===== config.mk =====
export PLATFORM = sky130hd
export DESIGN_NAME = uart_rx_line_conditioner
export DESIGN_NICKNAME = d
export VERILOG_FILES = /design/src/rtl/uart_rx_line_conditioner.sv
export SDC_FILE = /design/constraint.sdc
export NUM_CORES = 1
export LEC_CHECK = 0
export BUFFER_PORTS_ARGS = -buffer_cell sky130_fd_sc_hd__buf_2
export CAP_MARGIN = 20
export CORE_UTILIZATION = 60
export CTS_CLUSTER_DIAMETER = 200
export DETAILED_ROUTE_END_ITERATION = 16
export PLACE_DENSITY = 0.79
export SLEW_MARGIN = 15
export SYNTH_ARGS = -nofsm -noshare
export SYNTH_HDL_FRONTEND = slang
export SYNTH_SLANG_ARGS = --single-unit

===== constraint.sdc =====
create_clock -name clk -period 5.4 [get_ports clk]
set_input_delay 0.81 -clock clk [delete_from_list [all_inputs] [get_ports clk]]
set_output_delay 0.81 -clock clk [all_outputs]
set_load 0.02 [all_outputs]

===== src/rtl/uart_rx_line_conditioner.sv =====
`default_nettype none
// ============================================================================
// Module   : uart_rx_line_conditioner
// Purpose  : Synchronises and de-glitches the raw UART receive pad, and
//            supervises the line for idle and break conditions. It also keeps
//            a saturating count of rejected glitches.
// Revision : 1.0 - initial release
// ============================================================================
module uart_rx_line_conditioner #(
    parameter int CLK_FREQ_HZ = 125_000_000,
    parameter int BAUD_RATE   = 115200,
    parameter int SYNC_STAGES = 2,
    parameter int FILTER_LEN  = 3,
    parameter int IDLE_BITS   = 10,
    parameter int BREAK_BITS  = 11
) (
    input  logic       clk,
    input  logic       rst_n,
    input  logic       uart_rx_async,
    input  logic       clr_stats,
    output logic       rx_clean,
    output logic       line_idle,
    output logic       break_det,
    output logic       break_active,
    output logic [7:0] glitch_count
);

    // ------------------------------------------------------------------------
    // Derived constants
    // ------------------------------------------------------------------------
    localparam int BIT_CYCLES = CLK_FREQ_HZ / BAUD_RATE;
    localparam int IDLE_MAX   = IDLE_BITS * BIT_CYCLES;
    localparam int BREAK_MAX  = BREAK_BITS * BIT_CYCLES;
    localparam int HI_W       = $clog2(IDLE_MAX + 1);
    localparam int LO_W       = $clog2(BREAK_MAX + 1);
    // The run counter must be able to hold FILTER_LEN for the compare.
    localparam int RUN_W      = (FILTER_LEN < 2) ? 1 : $clog2(FILTER_LEN + 1);

    localparam logic [HI_W-1:0]  HI_SAT    = HI_W'(IDLE_MAX);
    localparam logic [LO_W-1:0]  LO_SAT    = LO_W'(BREAK_MAX);
    localparam logic [RUN_W-1:0] RUN_LIMIT = RUN_W'(FILTER_LEN);
    localparam logic [7:0]       GLITCH_SAT = 8'hFF;

    // ------------------------------------------------------------------------
    // Line supervision states
    // ------------------------------------------------------------------------
    typedef enum logic [1:0] {
        ST_ACTIVE = 2'd0,
        ST_IDLE   = 2'd1,
        ST_BREAK  = 2'd2
    } state_t;

    // ------------------------------------------------------------------------
    // Internal signals
    // ------------------------------------------------------------------------
    logic [SYNC_STAGES-1:0] sync_q;
    logic                   sync_out;

    logic [RUN_W-1:0]       run_cnt;
    logic [RUN_W-1:0]       run_inc;
    logic [RUN_W-1:0]       run_cnt_nxt;
    logic                   mismatch;
    logic                   filt_toggle;
    logic                   glitch;

    logic [HI_W-1:0]        hi_cnt;
    logic [LO_W-1:0]        lo_cnt;

    state_t                 state;
    state_t                 state_nxt;
    logic                   enter_break;

    // ------------------------------------------------------------------------
    // Synchroniser
    // ------------------------------------------------------------------------
    // Shift the pad through the synchroniser chain; resets to the idle level.
    generate
        if (SYNC_STAGES > 1) begin : g_sync_chain
            always_ff @(posedge clk or negedge rst_n) begin
                if (!rst_n) begin
                    sync_q <= '1;
                end else begin
                    sync_q <= {sync_q[SYNC_STAGES-2:0], uart_rx_async};
                end
            end
        end else begin : g_sync_single
            always_ff @(posedge clk or negedge rst_n) begin
                if (!rst_n) begin
                    sync_q <= '1;
                end else begin
                    sync_q <= uart_rx_async;
                end
            end
        end
    endgenerate

    assign sync_out = sync_q[SYNC_STAGES-1];

    // ------------------------------------------------------------------------
    // Run-length glitch filter
    // ------------------------------------------------------------------------
    // Decide whether this cycle extends a disagreeing run, commits a toggle,
    // or ends a run early (which is a rejected glitch).
    always_comb begin
        mismatch    = (sync_out != rx_clean);
        run_inc     = run_cnt + RUN_W'(1);
        filt_toggle = 1'b0;
        glitch      = 1'b0;
        run_cnt_nxt = '0;
        if (mismatch) begin
            if (run_inc == RUN_LIMIT) begin
                filt_toggle = 1'b1;
                run_cnt_nxt = '0;
            end else begin
                run_cnt_nxt = run_inc;
            end
        end else begin
            glitch      = (run_cnt != '0);
            run_cnt_nxt = '0;
        end
    end

    // Register the run counter and the filtered line.
    always_ff @(posedge clk or negedge rst_n) begin
        if (!rst_n) begin
            run_cnt  <= '0;
            rx_clean <= 1'b1;
        end else begin
            run_cnt <= run_cnt_nxt;
            if (filt_toggle) begin
                rx_clean <= ~rx_clean;
            end
        end
    end

    // Saturating glitch statistic; a clear request overrides a new glitch.
    always_ff @(posedge clk or negedge rst_n) begin
        if (!rst_n) begin
            glitch_count <= 8'd0;
        end else if (clr_stats) begin
            glitch_count <= 8'd0;
        end else if (glitch && (glitch_count != GLITCH_SAT)) begin
            glitch_count <= glitch_count + 8'd1;
        end
    end

    // ------------------------------------------------------------------------
    // Line level run counters
    // ------------------------------------------------------------------------
    // Count consecutive high and low cycles of the filtered line, saturating.
    always_ff @(posedge clk or negedge rst_n) begin
        if (!rst_n) begin
            hi_cnt <= '0;
            lo_cnt <= '0;
        end else begin
            if (rx_clean) begin
                if (hi_cnt != HI_SAT) begin
                    hi_cnt <= hi_cnt + HI_W'(1);
                end
                lo_cnt <= '0;
            end else begin
                if (lo_cnt != LO_SAT) begin
                    lo_cnt <= lo_cnt + LO_W'(1);
                end
                hi_cnt <= '0;
            end
        end
    end

    // ------------------------------------------------------------------------
    // Line supervision state machine
    // ------------------------------------------------------------------------
    // State register.
    always_ff @(posedge clk or negedge rst_n) begin
        if (!rst_n) begin
            state <= ST_ACTIVE;
        end else begin
            state <= state_nxt;
        end
    end

    // Next-state logic; break is only entered from ACTIVE so it fires once.
    always_comb begin
        state_nxt   = state;
        enter_break = 1'b0;
        case (state)
            ST_ACTIVE: begin
                if (hi_cnt == HI_SAT) begin
                    state_nxt = ST_IDLE;
                end else if (lo_cnt == LO_SAT) begin
                    state_nxt   = ST_BREAK;
                    enter_break = 1'b1;
                end
            end
            ST_IDLE: begin
                if (!rx_clean) begin
                    state_nxt = ST_ACTIVE;
                end
            end
            ST_BREAK: begin
                if (rx_clean) begin
                    state_nxt = ST_ACTIVE;
                end
            end
            default: begin
                state_nxt = ST_ACTIVE;
            end
        endcase
    end

    // Status outputs are flopped alongside the state so they change with it.
    always_ff @(posedge clk or negedge rst_n) begin
        if (!rst_n) begin
            line_idle    <= 1'b0;
            break_active <= 1'b0;
            break_det    <= 1'b0;
        end else begin
            line_idle    <= (state_nxt == ST_IDLE);
            break_active <= (state_nxt == ST_BREAK);
            break_det    <= enter_break;
        end
    end

endmodule
`default_nettype wire

**Word-level counts from Yosys, hierarchy flattened**

Cells that the tools add are included.

- Reductions and logical operators: 5
- Add/sub/neg operators: 4
- Muxes and demuxes: 19
- Equality and inequality tests: 12
- Bitwise logic cells: 1

Operators with widths:

| operator | count |
|---|---|
| $mux W14 | 4 |
| $add A14 B1 Y14 const B | 2 |
| $eq A14 B14 Y1 const B | 2 |
| $ne A14 B14 Y1 const B | 2 |
| $mux W8 | 2 |
| $mux W2 | 6 |
| $add A8 B1 Y8 const B | 1 |
| $ne A8 B8 Y1 const B | 1 |
| $eq A2 B2 Y1 const B | 3 |
| $mux W1 | 6 |
| $pmux W2 S3 | 1 |
| $reduce_bool A2 Y1 | 3 |
| $eq A2 B1 Y1 const B | 2 |
| $add A2 B1 Y2 const B | 1 |
| $logic_not A2 Y1 | 1 |
| $ne A2 B1 Y1 const B | 1 |
| $logic_and A1 B1 Y1 | 1 |
| $ne A1 B1 Y1 | 1 |
| $not A1 Y1 | 1 |

- Bits in registers: 46
- Output and inout bits: 12
- Bits of input ports: 4
- Word-level logic and storage cells: 51

**Longest topological paths before layout**

- Depth after elaboration: 5
- Mapped depth: 7

**Least setup slack after synthesis**

OpenSTA, ideal clock, no wires.

- Path kind: register to register
- From: reg hi_cnt[2]
- To: reg hi_cnt[0]
- Buffers on the path: 1
- Period minus slack after synthesis: 2.043 ns
- Cell stages (with the launch flop): 6
- Data arrival time: 1.924 ns
- Data required time: 5.281 ns
- Library setup time: 0.119 ns
- Slack: 3.357 ns
- Cell sequence: dfrtp_1 > or4b_2 > or4_1 > clkbuf_2 > xnor2_1 > and2_1

- Cells in the longest elaborated chain, start to end: 2

Ends and longest elaborated chain:

| element | line | RTL |
|---|---|---|
| start: declaration | 66 | `logic [HI_W-1:0] hi_cnt;` |
| start signal: assignment | 158 | `hi_cnt <= hi_cnt + HI_W'(1);` |
| $ne A14 B14 Y1 | 157 | `if (hi_cnt != HI_SAT) begin` |
| $ne A2 B1 Y1 (no source line) | - |  |

No other way between the ends.
A chain may end at the register's enable or synchronous reset.

**Worst setup path after layout**

- From: reg rx_clean
- To: reg glitch_count[5]

- Cells in the longest elaborated chain, start to end: 4

Ends and longest elaborated chain:

| element | line | RTL |
|---|---|---|
| start: declaration | 21 | `output logic rx_clean,` |
| start signal: assignment | 131 | `rx_clean <= ~rx_clean;` |
| $ne A1 B1 Y1 | 105 | `mismatch = (sync_out != rx_clean);` |
| $mux W1 | 110 | `if (mismatch) begin` |
| $logic_and A1 B1 Y1 | 142 | `end else if (glitch && (glitch_count != GLITCH_SAT)) begin` |
| $reduce_bool A2 Y1 (no source line) | - |  |
| end signal: assignment | 143 | `glitch_count <= glitch_count + 8'd1;` |
| end: declaration | 25 | `output logic [7:0] glitch_count` |

No other way between the ends.

==> out/results.tsv <==
metric	value	unit
cts_hold_buf	0	
start_util	64.8	%
grt_pass1_wl	7.05	mm
pwr_density_cell	350	nW/µm²
synthArstFlopShare	100	%
io_buffers	15	
slowest_stage	dfstp_2	
num_rows	21	
finalCriticalPeriod	2.38	ns
cp.depth	4	
htreeDepth	2	
synth_area_leaders	dfrtp_1 48%, xnor2_1 5.5%, dfstp_2 3.5%, nand4_1 3.4%, nand2_1 2.9%	
skew	0.00727	ns
gp_congestion	0.848	
vias	1654	
core	3440	µm²
synth_fp_nets	226	
synth_top_area_share	48.2	%
r2r_cells	4	
hp-class	register to register	
root_buffer	clkbuf_8	
multiInputGateArea	1030	µm²
area_growth	9.42	%
drt_iter0_drc	118	
outcome	finished clean	
maxCapViolations	0	
synth_top_cell_by_area	dfrtp_1	
ir_worst_vdd	0.391	mV
arrival	2.60	ns
grt_max_degree	47	
hpwlAfterDp	2.74	mm
yosys-top-cells-count	43 x dfrtp_1, 17 x nand2_1, 16 x nor2_1	
final-seq-area	1150	µm²
clock-sinks	46	
grt-ovfl-total	0	
groute.usage.overall	23.1	%
yosysUniqueCellTypes	40	
drc_errors	0	
hold-worst-slack	0.362	ns
cts_resized	0	
ys_warn_count	0	
fin_util	71.0	%
slew_headroom	34.6	%
die_x	63.0	µm
worst_slew_pin_slew	0.981	ns
slew_violations	0	
rsz0062_at_grt	false	
critPathTopFamily	flip-flops	
ioPinCount	16	
drt-total-wl	4.08	mm
r2r_end	glitch_count[5]	
fmax	0.420	GHz
worst_ep_required_time	5.62	ns
synth_area_per_cell	10.2	µm²
setup_slack	3.02	ns
fin_cells	279	
drive_gt1_share	12.9	%
ys.flop_type	dfrtp_1	
synthMostInstantiatedCell	dfrtp_1	
postCtsSetupBuffers	0	
ys_ff_latch	46	
tns	0	ns
final.fill_count	266	
dieArea	3970	µm²
clockBufferDepth	2	
num_antenna_cells	0	
static-leakage-power	1.08	nW
cts_tree	done	
post_drt_via_cell_ratio	5.93	
fin_area	2440	µm²
setup_viol	0	
worstSkewPairLatency	0.29	ns
synth_edf_count	0	
place_ws	3.02	ns
reg2reg_slack	3.02	ns
dr.pass1.iters	4	
crit_buf_inv	0	
placed_cells	271	
cp_max_fo	38	
antenna_found_initial	0	
antenna_left	0	
netlist_area	2230	µm²
fin_crit_sh	44.1	%
worstSetupStartpoint	rx_clean	
syn_inst	218	
r2r_start	rx_clean	
crit_type	register to register	
post_drt_wl_per_cell	14.6	µm
cp-end-kind	register	
die_h	63.0	µm
critPathLaunchType	register	
synth-seq-area-share	51.7	%
critPathMaxStageDelay	0.92	ns
grt_pass1_vias	1627	
fin_nets	240	
cts.clk_slew.worst_paths	0.08	ns
dpl_cell_area	2330	µm²
finalHoldViolations	0	
path_cells	xnor2_1 > o211ai_1 > or4_1 > a21oi_1	
cp-endpoint	glitch_count[5]	
total_power	854	µW
numCtsBuffers	5	
## worst min-delay path by stage
stage | endpoint | slack, ns | startpoint | cells after the start
after floorplan | sync_q[1] | 0.35 | sync_q[0] | 0
after detailed placement | sync_q[1] | 0.35 | sync_q[0] | 0
final | sync_q[1] | 0.36 | sync_q[0] | 0
after CTS | sync_q[1] | 0.37 | sync_q[0] | 0
after global routing | sync_q[1] | 0.37 | sync_q[0] | 0
after global placement | sync_q[1] | 0.35 | sync_q[0] | 0
## final cells by class
cell class                 instances  share of cell area [%]
clock inverter                     2                    1.54
clock buffer                       6                    2.97
inverter                           3                   0.461
multi-input combinational        161                    42.3
sequential                        46                    47.3
tap                               46                    2.36
timing repair buffer              15                    3.07
## flip-flops by register name (all words and copies together), names as in the netlist
| register | flops |
|---|---|
| sync_q | 2 |
| break_active | 1 |
| run_cnt | 2 |
| break_det | 1 |
| rx_clean | 1 |
| hi_cnt | 14 |
| glitch_count | 8 |
| lo_cnt | 14 |
| state | 2 |
| line_idle | 1 |
## logic make-up (layout without fill, tap and decap cells)
group | after synthesis | in the layout | synth area share, %
xor gates and xnor gates | 19 | 19 | 7.46
and+or+nand+nor | 105 | 105 | 26.2
DFF | 46 | 46 | 51.7
buffers and inverters | 11 | 26 | 1.96
adders and majority gates | 4 | 4 | 2.24
muxes | 7 | 7 | 3.31
AOI/OAI and AO/OA | 26 | 26 | 7.12
## layer usage
layer	track usage, %	vias up	wire length, µm
met5	0	-	0
met4	9.88	0	51
met3	5.11	4	118
met2	40.9	32	2120
met1	26.4	817	1800
li1	-	801	-
## power breakdown
| group | switching, mW | internal (mW) | total [mW] |
|---|---|---|---|
| clock network | 0.113 | 0.138 | 0.251 |
| registers | 0.0743 | 0.383 | 0.457 |
| logic | 0.0797 | 0.0669 | 0.147 |
## worst reg2reg max path: cells and delay by family (launching register included)
family | cells | cell delay [ns]
flops | 1 | 0.92
xor+xnor | 1 | 0.24
compound gates | 2 | 0.56
simple gates | 1 | 0.59
## layout by cell type (no fill, tap or decap), drive strengths merged, types with 2 or more instances in the layout
cell type / n
nor4: 4
or3b: 2
mux2: 3
a21oi: 7
inv: 3
and4: 2
nand3b: 2
mux2i: 4
nor3: 8
nor2b: 3
xnor2: 14
nand4: 12
and3: 2
o31ai: 3
nand3: 9
buf: 15
or3: 5
ha: 4
nand2: 17
clkbuf: 6
dfstp: 3
nor2: 16
nand2b: 4
dfrtp: 43
a21boi: 3
o21ai: 8
and2: 9
xor2: 5
or4b: 3
or4: 5
Power figures use the tool's default switching activity.
